--- config.mk ---
export PLATFORM = sky130hd
export DESIGN_NAME = arb_requester_flat
export DESIGN_NICKNAME = d
export VERILOG_FILES = /design/src/rtl/arb_requester_if.sv /design/src/rtl/arb_requester.sv /design/src/flat_wrapper.sv
export SDC_FILE = /design/constraint.sdc
export NUM_CORES = 1
export LEC_CHECK = 0
export BUFFER_PORTS_ARGS = -buffer_cell sky130_fd_sc_hd__buf_2
export CAP_MARGIN = 5
export CORE_ASPECT_RATIO = 1.1
export CORE_UTILIZATION = 50
export DETAILED_ROUTE_END_ITERATION = 8
export GPL_TIMING_DRIVEN = 0
export HOLD_SLACK_MARGIN = 0.12
export PLACE_DENSITY = 0.81
export SLEW_MARGIN = 30
export SYNTH_ARGS = -nofsm -noshare
export SYNTH_HDL_FRONTEND = slang
export SYNTH_SLANG_ARGS = --single-unit
--- constraint.sdc ---
create_clock -name clk -period 3.2 [get_ports clk]
set_input_delay 0.32 -clock clk [delete_from_list [all_inputs] [get_ports clk]]
set_output_delay 0.32 -clock clk [all_outputs]
set_load 0.01 [all_outputs]
--- src/rtl/arb_requester_if.sv ---
// Handshake bundle between one arbiter-port requester and its neighbours:
// upstream entry channel, arbiter request/grant pair and downstream output channel.
interface arb_requester_if #(
    parameter int DATA_W = 32
);
    logic              in_valid;
    logic              in_ready;
    logic [DATA_W-1:0] in_data;
    logic              in_hi;
    logic              hp_req;
    logic              lp_req;
    logic              grant;
    logic              out_valid;
    logic              out_ready;
    logic [DATA_W-1:0] out_data;
    logic              out_hi;
    logic              out_aged;

    // Environment side: feeds entries, returns grants, accepts outputs.
    modport master (
        output in_valid, in_data, in_hi, grant, out_ready,
        input  in_ready, hp_req, lp_req, out_valid, out_data, out_hi, out_aged
    );

    // Requester side.
    modport slave (
        input  in_valid, in_data, in_hi, grant, out_ready,
        output in_ready, hp_req, lp_req, out_valid, out_data, out_hi, out_aged
    );
endinterface

--- src/rtl/arb_requester.sv ---
// Requester agent for one port of a dual-priority round-robin arbiter.
// Queues {hi,data} entries, raises hp/lp request for the head, captures the head on
// this port's registered grant bit and forwards it downstream. Waiting low-priority
// heads are promoted to high priority after AGE_LIMIT request cycles.
module arb_requester #(
    parameter int DATA_W    = 32,
    parameter int DEPTH     = 4,
    parameter int AGE_LIMIT = 16
) (
    input  logic                       clk,
    input  logic                       rst_n,
    arb_requester_if.slave             bus,
    output logic                       stray_grant,
    output logic [$clog2(DEPTH+1)-1:0] fifo_count
);

    localparam int CNT_W = $clog2(DEPTH + 1);
    localparam int PTR_W = $clog2(DEPTH);
    localparam int AGE_W = (AGE_LIMIT > 0) ? $clog2(AGE_LIMIT + 1) : 1;

    typedef enum logic [1:0] {
        S_IDLE = 2'd0,
        S_REQ  = 2'd1,
        S_HOLD = 2'd2
    } state_t;

    // Pointer advance with wrap at DEPTH (DEPTH need not be a power of two).
    function automatic logic [PTR_W-1:0] ptr_inc(input logic [PTR_W-1:0] p);
        return (p == PTR_W'(DEPTH - 1)) ? '0 : p + PTR_W'(1);
    endfunction

    // Saturating age increment; holds at AGE_LIMIT.
    function automatic logic [AGE_W-1:0] age_sat_inc(input logic [AGE_W-1:0] a);
        return (a == AGE_W'(AGE_LIMIT)) ? a : a + AGE_W'(1);
    endfunction

    // FIFO storage and bookkeeping
    logic [DATA_W:0]    r_mem [DEPTH];
    logic [PTR_W-1:0]   r_wr_ptr;
    logic [PTR_W-1:0]   r_rd_ptr;
    logic [CNT_W-1:0]   r_count;

    // Control
    state_t             r_state;
    state_t             w_next_state;
    logic [AGE_W-1:0]   r_age;
    logic [AGE_W-1:0]   w_age_next;
    logic               r_promoted;
    logic               r_stray;

    // Output register
    logic               r_out_valid;
    logic [DATA_W-1:0]  r_out_data;
    logic               r_out_hi;
    logic               r_out_aged;

    // Combinational
    logic               w_in_ready;
    logic               w_push;
    logic               w_capture;
    logic               w_out_fire;
    logic [DATA_W:0]    w_head;
    logic               w_head_hi;
    logic               w_hp_req;
    logic               w_lp_req;
    logic               w_age_inc;

    assign w_in_ready = rst_n && (r_count < CNT_W'(DEPTH));
    assign w_push     = bus.in_valid && w_in_ready;
    assign w_capture  = (r_state == S_REQ) && bus.grant;
    assign w_out_fire = r_out_valid && bus.out_ready;
    assign w_head     = r_mem[r_rd_ptr];
    assign w_head_hi  = w_head[DATA_W];

    // Aging only runs while a low-priority request is actually pending.
    assign w_age_inc  = w_lp_req && (AGE_LIMIT != 0) && (r_age != AGE_W'(AGE_LIMIT));
    assign w_age_next = age_sat_inc(r_age);

    // Entry storage; writes only on accepted pushes, contents need no reset.
    always_ff @(posedge clk) begin
        if (w_push) begin
            r_mem[r_wr_ptr] <= {bus.in_hi, bus.in_data};
        end
    end

    // FIFO pointers and occupancy; a push and a capture in the same cycle cancel out.
    always_ff @(posedge clk) begin
        if (!rst_n) begin
            r_wr_ptr <= '0;
            r_rd_ptr <= '0;
            r_count  <= '0;
        end else begin
            if (w_push) begin
                r_wr_ptr <= ptr_inc(r_wr_ptr);
            end
            if (w_capture) begin
                r_rd_ptr <= ptr_inc(r_rd_ptr);
            end
            case ({w_push, w_capture})
                2'b10:   r_count <= r_count + CNT_W'(1);
                2'b01:   r_count <= r_count - CNT_W'(1);
                default: r_count <= r_count;
            endcase
        end
    end

    // FSM state register.
    always_ff @(posedge clk) begin
        if (!rst_n) begin
            r_state <= S_IDLE;
        end else begin
            r_state <= w_next_state;
        end
    end

    // FSM next state; HOLD waits for the output register to drain, which also
    // covers the arbiter's one-cycle registered-grant lag.
    always_comb begin
        w_next_state = r_state;
        case (r_state)
            S_IDLE: begin
                if (r_count != '0) begin
                    w_next_state = S_REQ;
                end
            end
            S_REQ: begin
                if (bus.grant) begin
                    w_next_state = S_HOLD;
                end
            end
            S_HOLD: begin
                if (!r_out_valid) begin
                    w_next_state = (r_count != '0) ? S_REQ : S_IDLE;
                end
            end
            default: w_next_state = S_IDLE;
        endcase
    end

    // FSM outputs: requests decode from registered state and head only, never from grant.
    always_comb begin
        w_hp_req = 1'b0;
        w_lp_req = 1'b0;
        if (r_state == S_REQ) begin
            w_hp_req = w_head_hi || r_promoted;
            w_lp_req = !(w_head_hi || r_promoted);
        end
    end

    // Age counter and promotion flag; both restart for every new head.
    always_ff @(posedge clk) begin
        if (!rst_n) begin
            r_age      <= '0;
            r_promoted <= 1'b0;
        end else if (w_capture) begin
            r_age      <= '0;
            r_promoted <= 1'b0;
        end else if (w_age_inc) begin
            r_age <= w_age_next;
            if (w_age_next == AGE_W'(AGE_LIMIT)) begin
                r_promoted <= 1'b1;
            end
        end
    end

    // Output register: loads on grant capture, holds until the downstream handshake.
    always_ff @(posedge clk) begin
        if (!rst_n) begin
            r_out_valid <= 1'b0;
            r_out_data  <= '0;
            r_out_hi    <= 1'b0;
            r_out_aged  <= 1'b0;
        end else if (w_capture) begin
            r_out_valid <= 1'b1;
            r_out_data  <= w_head[DATA_W-1:0];
            r_out_hi    <= w_head_hi;
            r_out_aged  <= r_promoted;
        end else if (w_out_fire) begin
            r_out_valid <= 1'b0;
        end
    end

    // Sticky flag for a grant arriving when this port is not requesting.
    always_ff @(posedge clk) begin
        if (!rst_n) begin
            r_stray <= 1'b0;
        end else if (bus.grant && (r_state != S_REQ)) begin
            r_stray <= 1'b1;
        end
    end

    assign bus.in_ready  = w_in_ready;
    assign bus.hp_req    = w_hp_req;
    assign bus.lp_req    = w_lp_req;
    assign bus.out_valid = r_out_valid;
    assign bus.out_data  = r_out_data;
    assign bus.out_hi    = r_out_hi;
    assign bus.out_aged  = r_out_aged;
    assign stray_grant   = r_stray;
    assign fifo_count    = r_count;

endmodule
--- src/flat_wrapper.sv ---
// flat-port wrapper written by rule: the top's interface ports become plain ports
module arb_requester_flat 
#(
    parameter int DATA_W    = 32,
    parameter int DEPTH     = 4,
    parameter int AGE_LIMIT = 16
)
  (clk, rst_n, stray_grant, fifo_count, bus_in_valid, bus_in_data, bus_in_hi, bus_grant, bus_out_ready, bus_in_ready, bus_hp_req, bus_lp_req, bus_out_valid, bus_out_data, bus_out_hi, bus_out_aged);
  arb_requester_if #(.DATA_W(DATA_W)) bus_i ();
  input  logic clk;
  input  logic rst_n;
  output logic stray_grant;
  output logic [$clog2(DEPTH+1)-1:0] fifo_count;
  input wire logic [$bits(bus_i.in_valid)-1:0] bus_in_valid;
  input wire logic [$bits(bus_i.in_data)-1:0] bus_in_data;
  input wire logic [$bits(bus_i.in_hi)-1:0] bus_in_hi;
  input wire logic [$bits(bus_i.grant)-1:0] bus_grant;
  input wire logic [$bits(bus_i.out_ready)-1:0] bus_out_ready;
  output wire logic [$bits(bus_i.in_ready)-1:0] bus_in_ready;
  output wire logic [$bits(bus_i.hp_req)-1:0] bus_hp_req;
  output wire logic [$bits(bus_i.lp_req)-1:0] bus_lp_req;
  output wire logic [$bits(bus_i.out_valid)-1:0] bus_out_valid;
  output wire logic [$bits(bus_i.out_data)-1:0] bus_out_data;
  output wire logic [$bits(bus_i.out_hi)-1:0] bus_out_hi;
  output wire logic [$bits(bus_i.out_aged)-1:0] bus_out_aged;
  assign bus_i.in_valid = bus_in_valid;
  assign bus_i.in_data = bus_in_data;
  assign bus_i.in_hi = bus_in_hi;
  assign bus_i.grant = bus_grant;
  assign bus_i.out_ready = bus_out_ready;
  assign bus_in_ready = bus_i.in_ready;
  assign bus_hp_req = bus_i.hp_req;
  assign bus_lp_req = bus_i.lp_req;
  assign bus_out_valid = bus_i.out_valid;
  assign bus_out_data = bus_i.out_data;
  assign bus_out_hi = bus_i.out_hi;
  assign bus_out_aged = bus_i.out_aged;
  arb_requester #(.DATA_W(DATA_W), .DEPTH(DEPTH), .AGE_LIMIT(AGE_LIMIT)) u_core (.clk(clk), .rst_n(rst_n), .bus(bus_i), .stray_grant(stray_grant), .fifo_count(fifo_count));
endmodule
==> flow_summary.toml <==
[place]
io_buffers = 79
dpl.hpwl_um = 8567
gp_congestion = 0.7511

[synth]
yosys_warnings = 0
synth_cells = 430
avgSynthCellArea_um2 = 16.20
yosysUniqueCellTypes = 36
syn_nets = 477
synth_seq_cells = 185
netlist_area_mm2 = 0.006965
synth_top_cell_by_area = "edfxtp_1"
yosysSeqAreaShare_pct = 72.14
synthTopCellsByArea = "edfxtp_1 (57%), dfxtp_1 (15%), mux4_2 (11%), nand2_1 (4.1%), a21boi_0 (4.0%)"
synth_top_area_share_pct = 56.91

[cts]
cts_buffers = 17
cts.path.max_buffers = 2
cts_setup_buffers = 0
clk_latency_ns = 0.42
numClockSinks = 185
cts_tree = "built"
clkTransAtPathRegs_ns = 0.07
cts_root_buf = "clkbuf_16"
h-tree-depth = 4

[critical_path]
worst_setup_path_start_kind = "flip-flop"
arrival_ns = 3.06
crit_type = "reg -> reg"
crit_required_ns = 3.54
cpPeakStageDelay_ns = 0.43
crit_slowest_cell = "buf_1"
crit_fanout = 10
crit_chain = "nand3b_1, clkinv_1, buf_1, ha_1, inv_1, fa_1, xor2_1, or3_1, a21boi_0"
end_kind = "flip-flop"

[timing]
slew_headroom_pct = 57.66
rsz0062_at_grt = "false"
finalHoldViolCount = 0
max_freq_mhz = 368.8
tightest_slew_ns = 0.6351
tns_ns = 0
timing.final.max_slew_violations = 0
setup_viol = 0
clock_skew_ns = 0.01171
fin_crit_ns = 2.712
fin_crit_sh_pct = 84.74

[global_route]
antenna_found_initial = 0
grt-ovfl-total = 0
grt_pass1_vias = 4170
grtUsageTotal_pct = 20.59
grt_max_degree = 26
grt_pass1_wl_um = 21780

[drt]
dr.pass1.iters = 4
first_iter_violations = 150
drcViolationCount = 0
ant_nets = 0
vias = 4000
drt_wl_total_um = 13600
viasPerCell = 5.270
wl_per_cell_um = 17.91

[final_layout]
layout_commonest_cell = "edfxtp_1"
fin_nets = 609
layout-drive-gt1-share_pct = 27.48
diodes = 0
syn2layout_area_growth_pct = 24.07
final_cell_mix = "edfxtp_1 (132), buf_2 (82), nand2_1 (76)"

[floorplanning]
core.rowCount = 44
ioPinCount = 80
die-width_um = 114.5
die_y_um = 125.8
core_mm2 = 0.01338
initial_core_util_pct = 52.07
dieArea_mm2 = 0.01441

[power_and_ir_drop]
leakagePower_nw = 3.032
peakVddDrop_mv = 0.3553
powerDensity_mw_per_mm2 = 634.7
p_total_mw = 5.485

[worst_hold_path]
hold_path.class = "in -> reg"

[job]
cap_violations = 0

[outcome]
status = "finished, final reports clean"
## critical path, delay by kind of cell (launching register included)
kind            cells  cell delay [ns]
buf+inv             3             0.75
fa+ha+maj           2             0.64
simple gates        2             0.53
flops               1             0.39
compound gates      1             0.17
xor+xnor            1             0.16
## cell type report
type | count | area [um2]
Multi-Input combinational cell | 213 | 1814
Buffer | 23 | 97.59
Inverter | 9 | 33.78
Timing Repair Buffer | 113 | 783.3
Clock inverter | 9 | 116.4
Clock buffer | 23 | 541.8
Fill cell | 871 | 4736
Sequential cell | 185 | 5025
Tap cell | 184 | 230.2
## routing by layer
layer / global-route usage [%] / wire (um) / vias up
met5: 0 / 0 / -
met1: 25.34 / 5653 / 1997
met4: 9.244 / 357 / 0
met3: 4.668 / 602 / 28
li1: - / - / 1863
met2: 34.72 / 6983 / 112
## cell families (layout without fill, tap and decap cells)
logic type,Yosys count,count (layout),synth area share (%)
adders and majority gates,9,9,1.725
and+or+nand+nor,113,113,7.365
muxes,34,34,10.81
xor gates and xnor gates,7,7,0.8802
DFF,185,185,72.14
AOI/OAI and AO/OA,50,50,5.191
buffers and inverters,32,177,1.886
## cell usage after synthesis, drive strengths merged
cell	count
o22ai	1
clkbuf	17
inv	8
nor3	2
a21oi	3
ha	8
o21ba	1
nor4	4
edfxtp	132
xnor2	5
buf	6
nor4bb	1
nand3	4
nand2	76
and3	4
nand2b	3
xor2	2
or3	2
nor2	7
mux4	33
nor2b	3
mux2i	1
fa	1
nor3b	1
a31o	1
clkinv	1
dfxtp	53
and2	5
nand3b	1
o31ai	2
a21boi	37
a32oi	1
o21ai	4
## registers in the layout, summed over array words and instances, names as in the netlist, named ones only
name,cells
u_core.r_age,5
u_core.r_rd_ptr,2
u_core.r_state,2
u_core.r_mem,132
u_core.bus.out_aged,1
u_core.r_promoted,1
u_core.bus.out_valid,1
u_core.stray_grant,1
u_core.bus.out_data,32
u_core.fifo_count,3
u_core.r_wr_ptr,2
u_core.bus.out_hi,1
## path summary, 6_finish.rpt
check,from,to,slack [ns],depth (start not counted)
min,bus_in_data[29],u_core.r_mem[3][29],0.13,1
max,u_core.r_state[0],u_core.fifo_count[2],0.49,9
max reg2reg,u_core.r_state[0],u_core.fifo_count[2],0.49,9
min reg2reg,u_core.bus.out_data[24],u_core.bus.out_data[24],0.46,2
## stage by stage
| stage | area, um2 | setup slack [ns] | utilization [%] | hold slack (ns) | cells |
|---|---|---|---|---|---|
| floorplan | 6965 | 0.9613 | - | 0.4189 | 430 |
| global placement | 7591 | 0.5589 | 56.74 | 0.4500 | 693 |
| detailed placement | 7684 | 0.4839 | 57.44 | 0.4557 | 697 |
| CTS | 8642 | 0.5050 | 64.60 | 0.1205 | 759 |
| global route | 8642 | 0.2814 | 64.60 | 0.1296 | 759 |
| finish | 8642 | 0.4882 | 64.60 | 0.1278 | 759 |
## timing repair
| action | CTS | global route |
|---|---|---|
| gates resized for setup | 0 | 0 |
| hold buffers | 30 | 0 |
| endpoints found under the hold margin | 115 | 0 |
## where the power goes
| part | switching (mW) | total, mW | internal, mW |
|---|---|---|---|
| Sequential | 0.0508 | 2.73 | 2.68 |
| Combinational | 0.280 | 0.514 | 0.233 |
| Clock | 0.877 | 2.24 | 1.37 |
| Total | 1.21 | 5.49 | 4.28 |
No activity file was read; power rests on OpenSTA's default activity.
